`src/rtl/multi_channel_watchdog.sv`:
```
// Multi-channel heartbeat watchdog: per-channel silence counters with early warning,
// latched (or auto-cleared) trips, saturating trip counter and first-trip attribution.
module multi_channel_watchdog #(
    parameter int NUM_CH     = 4,
    parameter int CNT_W      = 32,
    parameter int TIMEOUT    = 50_000_000,
    parameter int WARN_AT    = 37_500_000,
    parameter int AUTO_CLEAR = 0,
    parameter int TC_W       = 16,
    localparam int ID_W      = (NUM_CH > 1) ? $clog2(NUM_CH) : 1
) (
    input  logic              clk,
    input  logic              rst,
    input  logic [NUM_CH-1:0] enable,
    input  logic [NUM_CH-1:0] heartbeat,
    input  logic [NUM_CH-1:0] force_trip,
    input  logic [NUM_CH-1:0] ack,
    output logic [NUM_CH-1:0] warning,
    output logic [NUM_CH-1:0] triggered,
    output logic              any_triggered,
    output logic              first_valid,
    output logic [ID_W-1:0]   first_id,
    output logic [TC_W-1:0]   trip_count
);

    typedef enum logic [1:0] {
        ST_DISABLED = 2'd0,
        ST_RUNNING  = 2'd1,
        ST_WARN     = 2'd2,
        ST_TRIPPED  = 2'd3
    } state_t;

    localparam logic [CNT_W-1:0] TIMEOUT_CNT   = CNT_W'(TIMEOUT);
    localparam logic [CNT_W-1:0] WARN_CNT      = CNT_W'(WARN_AT);
    localparam bit               AUTO_CLEAR_EN = (AUTO_CLEAR != 0);

    if (NUM_CH < 1 || NUM_CH > 16) begin : g_bad_num_ch
        $error("multi_channel_watchdog: NUM_CH must be in 1..16");
    end
    if (!(WARN_AT > 0 && WARN_AT < TIMEOUT && 64'(TIMEOUT) < (64'd1 << CNT_W))) begin : g_bad_timing
        $error("multi_channel_watchdog: need 0 < WARN_AT < TIMEOUT < 2**CNT_W");
    end

    logic [NUM_CH-1:0] trip_event;
    logic [NUM_CH-1:0] tripped_next;
    logic [NUM_CH-1:0] warn_next;

    genvar gi;
    generate
        for (gi = 0; gi < NUM_CH; gi++) begin : g_ch
            state_t           state_reg, state_next;
            logic [CNT_W-1:0] cnt_reg, cnt_next, cnt_inc;

            assign cnt_inc = cnt_reg + CNT_W'(1);

            always_ff @(posedge clk or posedge rst) begin
                if (rst) begin
                    state_reg <= ST_DISABLED;
                    cnt_reg   <= '0;
                end else begin
                    state_reg <= state_next;
                    cnt_reg   <= cnt_next;
                end
            end

            // Priority: enable low, then force_trip, then ack/heartbeat, then counting.
            always_comb begin
                state_next = state_reg;
                cnt_next   = cnt_reg;
                if (!enable[gi]) begin
                    state_next = ST_DISABLED;
                    cnt_next   = '0;
                end else if (force_trip[gi]) begin
                    state_next = ST_TRIPPED;
                    cnt_next   = TIMEOUT_CNT;
                end else begin
                    case (state_reg)
                        ST_DISABLED: begin
                            state_next = ST_RUNNING;
                            cnt_next   = '0;
                        end
                        ST_RUNNING, ST_WARN: begin
                            if (heartbeat[gi]) begin
                                state_next = ST_RUNNING;
                                cnt_next   = '0;
                            end else begin
                                cnt_next = cnt_inc;
                                if (cnt_inc == TIMEOUT_CNT) begin
                                    state_next = ST_TRIPPED;
                                end else if (cnt_inc == WARN_CNT) begin
                                    state_next = ST_WARN;
                                end
                            end
                        end
                        ST_TRIPPED: begin
                            if (ack[gi] || (AUTO_CLEAR_EN && heartbeat[gi])) begin
                                state_next = ST_RUNNING;
                                cnt_next   = '0;
                            end
                        end
                        default: begin
                            state_next = ST_DISABLED;
                            cnt_next   = '0;
                        end
                    endcase
                end
            end

            assign tripped_next[gi] = (state_next == ST_TRIPPED);
            assign warn_next[gi]    = (state_next == ST_TRIPPED) || (state_next == ST_WARN);
            assign trip_event[gi]   = (state_next == ST_TRIPPED) && (state_reg != ST_TRIPPED);
        end
    endgenerate

    logic [NUM_CH-1:0] warning_reg;
    logic [NUM_CH-1:0] triggered_reg;
    logic              any_triggered_reg;
    logic              first_valid_reg, first_valid_next;
    logic [ID_W-1:0]   first_id_reg, first_id_next;
    logic [TC_W-1:0]   trip_count_reg, trip_count_next;
    logic [ID_W-1:0]   lowest_trip;
    logic              any_trip_event;
    logic              episode_continues;

    always_comb begin
        lowest_trip = '0;
        for (int i = NUM_CH - 1; i >= 0; i--) begin
            if (trip_event[i]) begin
                lowest_trip = ID_W'(i);
            end
        end
    end

    assign any_trip_event = |trip_event;
    // The episode survives only if some channel tripped now is still tripped after this edge.
    assign episode_continues = |(triggered_reg & tripped_next);

    always_comb begin
        first_valid_next = first_valid_reg;
        first_id_next    = first_id_reg;
        trip_count_next  = trip_count_reg;
        if (any_trip_event && (!first_valid_reg || !episode_continues)) begin
            first_valid_next = 1'b1;
            first_id_next    = lowest_trip;
        end else if (!(|tripped_next)) begin
            first_valid_next = 1'b0;
        end
        if (any_trip_event && (trip_count_reg != {TC_W{1'b1}})) begin
            trip_count_next = trip_count_reg + TC_W'(1);
        end
    end

    always_ff @(posedge clk or posedge rst) begin
        if (rst) begin
            warning_reg       <= '0;
            triggered_reg     <= '0;
            any_triggered_reg <= 1'b0;
            first_valid_reg   <= 1'b0;
            first_id_reg      <= '0;
            trip_count_reg    <= '0;
        end else begin
            warning_reg       <= warn_next;
            triggered_reg     <= tripped_next;
            any_triggered_reg <= |tripped_next;
            first_valid_reg   <= first_valid_next;
            first_id_reg      <= first_id_next;
            trip_count_reg    <= trip_count_next;
        end
    end

    assign warning       = warning_reg;
    assign triggered     = triggered_reg;
    assign any_triggered = any_triggered_reg;
    assign first_valid   = first_valid_reg;
    assign first_id      = first_id_reg;
    assign trip_count    = trip_count_reg;

endmodule

```
`config.mk`:
```
export PLATFORM = sky130hd
export DESIGN_NAME = multi_channel_watchdog
export DESIGN_NICKNAME = d
export VERILOG_FILES = /design/src/rtl/multi_channel_watchdog.sv
export SDC_FILE = /design/constraint.sdc
export NUM_CORES = 1
export LEC_CHECK = 0
export BUFFER_PORTS_ARGS = -buffer_cell sky130_fd_sc_hd__buf_4
export CORE_ASPECT_RATIO = 2
export CORE_UTILIZATION = 55
export CTS_CLUSTER_SIZE = 8
export DETAILED_ROUTE_END_ITERATION = 16
export GPL_TIMING_DRIVEN = 1
export PLACE_DENSITY = 0.72
export SLEW_MARGIN = 20
export SYNTH_ARGS = -nofsm -noshare
export SYNTH_HDL_FRONTEND = slang
export SYNTH_SLANG_ARGS = --single-unit
```
`constraint.sdc`:
```
create_clock -name clk -period 16.5 [get_ports clk]
set_clock_uncertainty 0.2 [all_clocks]
set_input_delay 2.475 -clock clk [delete_from_list [all_inputs] [get_ports clk]]
set_output_delay 2.475 -clock clk [all_outputs]
set_load 0.01 [all_outputs]
```
### Yosys cells after proc, flatten, opt, wreduce, memory -nomap -nowiden

Cells that the tools add are included.

| cells by class | value |
|---|---|
| muxes and demuxes | 54 |
| $add $sub $neg | 5 |
| bitwise operators | 1 |
| eq/ne operators | 38 |
| reduce and logical (&&, ||, !) cells | 24 |

Operators by type and width:

| kind | number |
|---|---|
| 32-bit two-way mux | 16 |
| 32-bit case mux with 3 select lines | 4 |
| 32-bit by 26-bit equality test with 1-bit output, second input constant | 8 |
| 32-bit by 1-bit adder with 32-bit output, second input constant | 4 |
| 2-bit two-way mux | 28 |
| 2-bit equality test, second input constant | 16 |
| 2-bit case mux with 3 select lines | 4 |
| 16-bit by 1-bit adder with 16-bit output, second input constant | 1 |
| 16-bit != test, second input constant | 1 |
| 4-bit != test, second input constant | 4 |
| 4-bit OR reduction | 3 |
| 2-bit != test, second input constant | 5 |
| 2-bit by 1-bit equality test with 1-bit output, second input constant | 4 |
| 2-bit zero test | 4 |
| 2-bit OR reduction | 4 |
| 1-bit logical AND | 6 |
| 1-bit logical OR | 5 |
| 4-bit bitwise AND | 1 |
| 1-bit zero test | 2 |
| 1-bit two-way mux | 2 |

| word-level totals | value |
|---|---|
| input port bits | 18 |
| logic and storage cells | 136 |
| output and inout bits | 28 |
| register bits | 164 |

### Depth between registers and ports, before layout

Gate-level depths: netlist of run 1.

| depth | value |
|---|---|
| word-level depth | 15 |
| depth in mapped cells | 15 |
| mapped depth without buffers | 12 |

### Worst setup path after synthesis of run 1

Ideal clock, no wire load.

| timing | value |
|---|---|
| kind | input to register |
| start | in heartbeat[1] |
| end | reg trip_count_reg[3] (netlist: trip_count[3]) |
| arrival | 4431 ps |
| library setup time | 127 ps |
| data required time | 16173 ps |
| buffers on the path | 0 |
| cell stages on the path | 6 |
| slack | 11743 ps |
| path through | nand2b_1 o41a_1 or3_4 o221a_4 or4b_4 xnor2_2 |

| on the way | value |
|---|---|
| longest elaborated chain between the ends | 8 |

RTL lines:

| element | RTL line | source |
|---|---|---|
| start, declared | 15 | `input logic [NUM_CH-1:0] heartbeat,` |
| 2-bit two-way mux | 83 | `if (heartbeat[gi]) begin` |
| 2-bit case mux with 3 select lines | 77 | `case (state_reg)` |
| 2-bit two-way mux | 73 | `end else if (force_trip[gi]) begin` |
| 2-bit two-way mux | 70 | `if (!enable[gi]) begin` |
| 2-bit equality test | 111 | `assign trip_event[gi] = (state_next == ST_TRIPPED) && (state_reg != ST_TRIPPED);` |
| 1-bit logical AND | 111 |  |
| 4-bit OR reduction | 134 | `assign any_trip_event = \|trip_event;` |
| 1-bit logical AND | 148 | `if (any_trip_event && (trip_count_reg != {TC_W{1'b1}})) begin` |
| end signal, assigned | 167 | `trip_count_reg <= trip_count_next;` |
| end, declared | 120 | `logic [TC_W-1:0] trip_count_reg, trip_count_next;` |

Every way passes these cells.
A chain may end at the register's enable or synchronous reset.

### Final worst setup path of run 1

| timing | value |
|---|---|
| start | reg g_ch[0].cnt_reg[4] |
| end | reg trip_count_reg[3] (netlist: trip_count[3]) |

| on the way | value |
|---|---|
| longest elaborated chain between the ends | 12 |
| elaborated cells on any way between the ends | 13 |
| classes of those cells | add/sub: 1; eq/ne: 3; mux: 6; reduce/logical: 3 |

RTL lines:

| element | RTL line | source |
|---|---|---|
| start, declared | 52 | `logic [CNT_W-1:0] cnt_reg, cnt_next, cnt_inc;` |
| start signal, assigned | 62 | `cnt_reg <= cnt_next;` |
| 32-bit by 1-bit adder with 32-bit output (*) | 54 | `assign cnt_inc = cnt_reg + CNT_W'(1);` |
| 32-bit by 26-bit equality test with 1-bit output | 90 | `end else if (cnt_inc == WARN_CNT) begin` |
| 2-bit two-way mux | 90 |  |
| 2-bit two-way mux (*) | 88 | `if (cnt_inc == TIMEOUT_CNT) begin` |
| 2-bit two-way mux (*) | 83 |  |
| 2-bit case mux with 3 select lines (*) | 77 |  |
| 2-bit two-way mux (*) | 73 |  |
| 2-bit two-way mux (*) | 70 |  |
| 2-bit equality test (*) | 111 |  |
| 1-bit logical AND (*) | 111 |  |
| 4-bit OR reduction (*) | 134 |  |
| 1-bit logical AND (*) | 148 |  |

Every way passes the cells marked *; elsewhere a longest branch is shown, timed or not.

==> flow_summary.yaml, run 1 <==
grt:
  grt_overflow: 0
  grt_max_degree: 77
  grt_pass1_wl_um: 50700
  antenna_found_initial: 0
  first_global_vias: 10300
  grtUsageTotal: 0.286
sta:
  period_share: 0.322
  fin_setup_tns_ns: 0
  finalSetupViolCount: 0
  fin_ws_ns: 11.19
  worst_pin_slew_ns: 1.05
  maxSlewViolCount: 0
  period_needed_ns: 5.31
  hold_viol_final: 0
  fmaxAchievable_ghz: 0.188
  max_slew_margin: 0.295
  rsz0062_at_grt: "false"
routing:
  vias_per_cell: 6.43
  drt-initial-drc-count: 638
  drc_errors: 0
  antenna_left: 0
  wl_um: 30400
  via_count: 11000
  first_pass_iters: 5
  wl_per_cell_um: 17.8
die:
  core_region_area_um2: 20600
  die_h_um: 208
  num_rows: 74
  initial_core_util: 0.566
  die_w_um: 105
  pin_count: 46
  dieArea_um2: 21800
logic_synthesis:
  syn-cell-area_um2: 11600
  yosys.area_share.adder: 0.0183
  synth_xor_area_frac: 0.0549
  synth-async-reset-ratio: 1.00
  synth_top_family_by_area: "simple AND/OR/NAND/NOR gates"
  syn_inst: 1471
  synthFlopType: "dfrtp_1"
  syn_area_per_cell_um2: 7.90
  synth_mux_area_frac: 0.00710
  yosys_warnings: 0
  synth.net_count: 1506
  synth_compound_area_frac: 0.223
  ys_seq_area_frac: 0.353
  synthSimpleGateAreaFrac: 0.293
  ys_ff_latch: 164
  synth_enable_flop_cells: 0
  ys_types: 80
finish:
  n_fill_cell: 1868
  drive_above_1_share: 0.0789
  final_util: 0.612
  final_nets: 1466
  syn2layout_area_growth_pct: 8.16
  n_antenna_cell: 0
  final_area_um2: 12600
  largest_register_ffs: 128
pwr:
  irDropWorstVdd_uv: 75.2
  power_density_nw_per_um2: 84.9
  leakage_nw: 5.20
  fin_total_pwr_mw: 1.07
worst_setup_path:
  end_kind: "flip-flop"
  cp.required_ns: 16.64
  crit_type: "reg2reg"
  critical_path_arrival_ns: 5.45
  path_max_fanout: 16
  crit_path_start_kind: "flip-flop"
run:
  maxCapViolCount: 0
cts:
  cts.htree.levels: 4
  clock_latency_ns: 0.46
  cts_setup_buffers: 0
  clock-sinks: 164
  hold_buffers: 0
  cts-resized-gates: 0
  tritoncts: "yes"
  clk_path_buf_depth: 2
  cts_buffers: 17
  path_clk_slew_ns: 0.06
  root_buffer: "clkbuf_16"
place:
  gp_congestion: 0.918
  placed_area_um2: 11900
  hpwlAfterDp_um: 21600
  port_buffers: 45
  dp_slack_ns: 11.13
run_status:
  status: "finished, final reports clean"
worst_hold_path:
  worstHoldPathType: "reg2reg"
[worst max-delay path, stage by stage (launching register included)]
cell and delay (ns):
dfrtp_1 0.53, nand4_1 0.19, or3_1 0.51, nor2b_1 0.51, nand3_1 0.12, a2111oi_0 0.87
nand4_1 0.23, o41ai_1 0.57, o21ai_1 0.32, o221a_4 0.41, or4b_4 0.57, xnor2_2 0.14
[stage by stage]
step	hold WS, ns	instances
6_report	0.286	1710
4_1_cts	0.291	1710
2_1_floorplan	0.251	1471
5_1_grt	0.302	1710
3_3_place_gp	0.273	1678
3_5_place_dp	0.280	1678
[cell type report]
| cell class | count | area [um2] | share of cell area |
|---|---|---|---|
| Tap cell | 266 | 333 | 0.0265 |
| Multi-Input combinational cell | 1159 | 6960 | 0.554 |
| Clock buffer | 18 | 429 | 0.0341 |
| Sequential cell | 164 | 4100 | 0.326 |
| Clock inverter | 14 | 201 | 0.0160 |
| Inverter | 34 | 133 | 0.0105 |
| Timing Repair Buffer | 55 | 413 | 0.0328 |
[power breakdown]
part	total, mW	internal [mW]	switching [mW]
Combinational	0.164	0.0711	0.0926
Sequential	0.471	0.430	0.0414
Clock	0.433	0.255	0.177
[final timing paths]
path	from	to	slack [ns]	cells after the start
max	g_ch[0].cnt_reg[4]$_DFFE_PP0P_	trip_count[3]$_DFFE_PP0P_	11.19	11
min	g_ch[2].cnt_reg[31]$_DFFE_PP0P_	g_ch[2].cnt_reg[31]$_DFFE_PP0P_	0.29	1
max reg2reg	g_ch[0].cnt_reg[4]$_DFFE_PP0P_	trip_count[3]$_DFFE_PP0P_	11.19	11
min reg2reg	g_ch[2].cnt_reg[31]$_DFFE_PP0P_	g_ch[2].cnt_reg[31]$_DFFE_PP0P_	0.29	1
max in group asynchronous	rst	g_ch[2].cnt_reg[8]$_DFFE_PP0P_	12.48	4
min in group asynchronous	rst	g_ch[1].cnt_reg[28]$_DFFE_PP0P_	1.92	2
[kinds of logic after synthesis]
| group | after synthesis |
|---|---|
| simple gates | 639 |
| compound gates | 423 |
| flops | 164 |
| buf+inv | 148 |
| xor+xnor | 72 |
| fa+ha+maj | 17 |
| mux | 8 |
[layer usage]
| metal | GRT usage | share of wire | routed length, um |
|---|---|---|---|
| met5 | 0 | 0 | 0 |
| met1 | 0.330 | 0.40 | 12300 |
| met4 | 0.140 | 0.033 | 990 |
| met2 | 0.504 | 0.52 | 15700 |
| met3 | 0.0505 | 0.046 | 1420 |
[synth_stat cells, drive strengths merged, types with 8 or more instances]
library cell	number	area share
o21ai	199	0.086
o41ai	11	0.0083
and3	44	0.024
nor3	45	0.019
nand2b	15	0.0081
nor3b	8	0.0052
and4	12	0.0090
nor2	153	0.049
a21o	11	0.0071
or4	12	0.0081
buf	26	0.011
clkbuf	88	0.029
a31oi	29	0.016
dfrtp	164	0.35
nand2	126	0.041
nor4	29	0.020
ha	17	0.018
and2	23	0.012
nor2b	13	0.0070
inv	34	0.011
nand4	52	0.031
or3	24	0.013
a21oi	58	0.025
xnor2	37	0.029
o31ai	32	0.021
nor4b	9	0.0068
nand3	53	0.023
xor2	35	0.026
[layout by cell type, fill, tap and decap left out, types with 6 or more instances in the layout]
cell,Yosys,layout
o21ai_0,198,198
dfrtp_1,164,164
nor2_1,153,153
nand2_1,126,126
a21oi_1,58,58
buf_4,0,55
nand3_1,53,53
nand4_1,50,50
and3_1,44,44
nor3_1,45,44
xnor2_1,36,36
xor2_1,35,35
inv_1,34,33
o31ai_1,32,32
a31oi_1,29,29
nor4_1,25,25
or3_1,23,23
and2_1,21,21
ha_1,17,17
clkbuf_16,0,17
nand2b_1,15,15
nor2b_1,13,13
and4_1,12,12
or4_1,11,11
o41ai_1,11,11
a21o_1,11,11
a2111oi_0,7,7
nor4b_1,9,7
o22ai_1,7,7
nor3b_1,8,7
nand3b_1,6,6
mux2i_1,6,6
a41oi_1,6,6
(Power assumes the default switching activity.)
==> inputs of run 2 (changes only) <==
==> constraint.sdc (replaced) <==
create_clock -name clk -period 4.94 [get_ports clk]
set_clock_uncertainty 0.2 [all_clocks]
set_input_delay 0.741 -clock clk [delete_from_list [all_inputs] [get_ports clk]]
set_output_delay 0.741 -clock clk [all_outputs]
set_load 0.01 [all_outputs]
==> flow_summary.yaml, run 2 (synthesis results as in run 1) <==
worst_setup_path:
  end_kind: "flip-flop"
  critical_path_arrival_ns: 4.87
  crit_top_cell: "nor4_4"
  slowest_stage: "or4b_4"
  slowest_delay_ns: 0.57
  crit_type: "reg2reg"
  crit_family: "simple AND/OR/NAND/NOR gates"
  cp_cell_sequence: "ha_2 -> nand4_1 -> nor4_4 -> buf_4 -> xor2_1 -> or4_4 -> nor4_4 -> nand3_1 -> o41a_1 -> or3_4 -> o221a_4 -> or4b_4 -> xnor2_2"
  cp.required_ns: 5.07
  crit_path_start_kind: "flip-flop"
  path_max_fanout: 16
  crit_buf_inv: 1
grt:
  grt_pass1_wl_um: 53200
  grtUsageTotal: 0.302
  first_global_vias: 10800
  antenna_found_initial: 0
  grt_overflow: 0
  grt_max_degree: 165
finish:
  drive_above_1_share: 0.0941
  syn2layout_area_growth_pct: 9.60
  final_nets: 1489
  final_common_cell: "o21ai_0"
  largest_register_ffs: 128
  n_antenna_cell: 0
  final_cell_mix: "o21ai_0 (198), dfrtp_1 (164), nor2_1 (153)"
  final_area_um2: 12700
routing:
  wl_um: 31700
  via_count: 11200
  first_pass_iters: 5
  wl_per_cell_um: 18.3
  antenna_left: 0
  drc_errors: 0
  vias_per_cell: 6.47
  drt-initial-drc-count: 642
pwr:
  leakage_nw: 5.29
  irDropWorstVdd_uv: 252
  power_density_nw_per_um2: 275
sta:
  maxSlewViolCount: 0
  holdWs_ns: 0.291
  hold_viol_final: 0
  fin_setup_tns_ns: 0
  finalSetupViolCount: 0
  period_share: 0.958
  fmaxAchievable_ghz: 0.211
  max_slew_margin: 0.261
  rsz0062_at_grt: "false"
  worst_pin_slew_ns: 1.11
  period_needed_ns: 4.73
worst_hold_path:
  worstHoldPathType: "reg2reg"
cts:
  root_buffer: "clkbuf_16"
  path_clk_slew_ns: 0.06
  cts.htree.levels: 4
  tritoncts: "yes"
  clk_path_buf_depth: 2
  hold_buffers: 0
  cts_buffers: 17
  clock-sinks: 164
  clock_latency_ns: 0.45
place:
  hpwlAfterDp_um: 22100
  gp_congestion: 0.935
  port_buffers: 45
  placed_area_um2: 12100
die:
  num_rows: 74
  die_w_um: 105
  core_region_area_um2: 20600
  pin_count: 46
  die_h_um: 208
  dieArea_um2: 21800
  initial_core_util: 0.566
run:
  maxCapViolCount: 0
run_status:
  status: "finished, final reports clean"
==> run 2: cell count changes in the layout (fill, tap and decap cells not counted), sizes merged <==
cell / change
clkinvlp: +2
nor4: +1
inv: -4
clkinv: -2
clkbuf: +5
buf: +22
bufinv: -2
==> run 2: cell type report <==
class / count / area, um2
Timing Repair Buffer: 77 / 591
Tap cell: 266 / 333
Clock inverter: 8 / 98.8
Sequential cell: 164 / 4100
Inverter: 34 / 131
Fill cell: 1849 / 7810
Clock buffer: 23 / 498
Multi-Input combinational cell: 1160 / 6990
==> run 2: power by group <==
| part | leakage (nW) | internal [mW] | switching, mW |
|---|---|---|---|
| clock | 0.291 | 0.806 | 0.563 |
| combinational | 2.82 | 0.242 | 0.321 |
| sequential | 2.18 | 1.44 | 0.134 |
| total | 5.29 | 2.48 | 1.02 |
==> run 2: worst paths after layout <==
kind,depth (start not counted),to,slack [ns],from
hold reg to reg,1,trip_count[9]$_DFFE_PP0P_,0.29,trip_count[9]$_DFFE_PP0P_
setup reg to reg,13,trip_count[3]$_DFFE_PP0P_,0.21,g_ch[1].cnt_reg[0]$_DFFE_PP0P_
hold / removal,1,trip_count[9]$_DFFE_PP0P_,0.29,trip_count[9]$_DFFE_PP0P_
min in group asynchronous,3,g_ch[0].cnt_reg[11]$_DFFE_PP0P_,0.33,rst
setup / recovery,13,trip_count[3]$_DFFE_PP0P_,0.21,g_ch[1].cnt_reg[0]$_DFFE_PP0P_
max in group asynchronous,3,g_ch[2].cnt_reg[7]$_DFFE_PP0P_,3.50,rst
==> run 2: worst reg2reg max path, cell delays in order, from the launching register on <==
cell     delay [ns]
dfrtp_1        0.47
ha_2           0.28
nand4_1        0.24
nor4_4         0.46
buf_4          0.18
xor2_1         0.05
or4_4          0.43
nor4_4         0.22
nand3_1        0.11
o41a_1         0.47
or3_4          0.41
o221a_4        0.35
or4b_4         0.57
xnor2_2        0.14
==> run 2: routing by layer <==
metal  vias up  share of wire  global-route usage
met1      5358           0.39               0.347
met4         0          0.045               0.179
met3        96          0.051              0.0515
met2       391           0.51               0.521
li1       5362              -                   -
met5         -              0                   0
==> run 2: stage by stage <==
| step | util | instances | setup WS (ns) | total power [mW] |
|---|---|---|---|---|
| finish | 0.620 | 1732 | 0.209 | 3.50 |
| global route | 0.620 | 1732 | 0.0108 | 3.65 |
| CTS | 0.618 | 1729 | 0.154 | 3.54 |
| detailed placement | 0.589 | 1698 | 0.178 | 2.15 |
| global placement | 0.589 | 1698 | 0.280 | 2.14 |
| floorplan | - | 1471 | 0.687 | 1.93 |
==> run 2: what timing repair did <==
item                       4_1_cts  5_1_grt
buffers inserted                 0        2
setup endpoints to repair        0        4
resized for setup                0        4
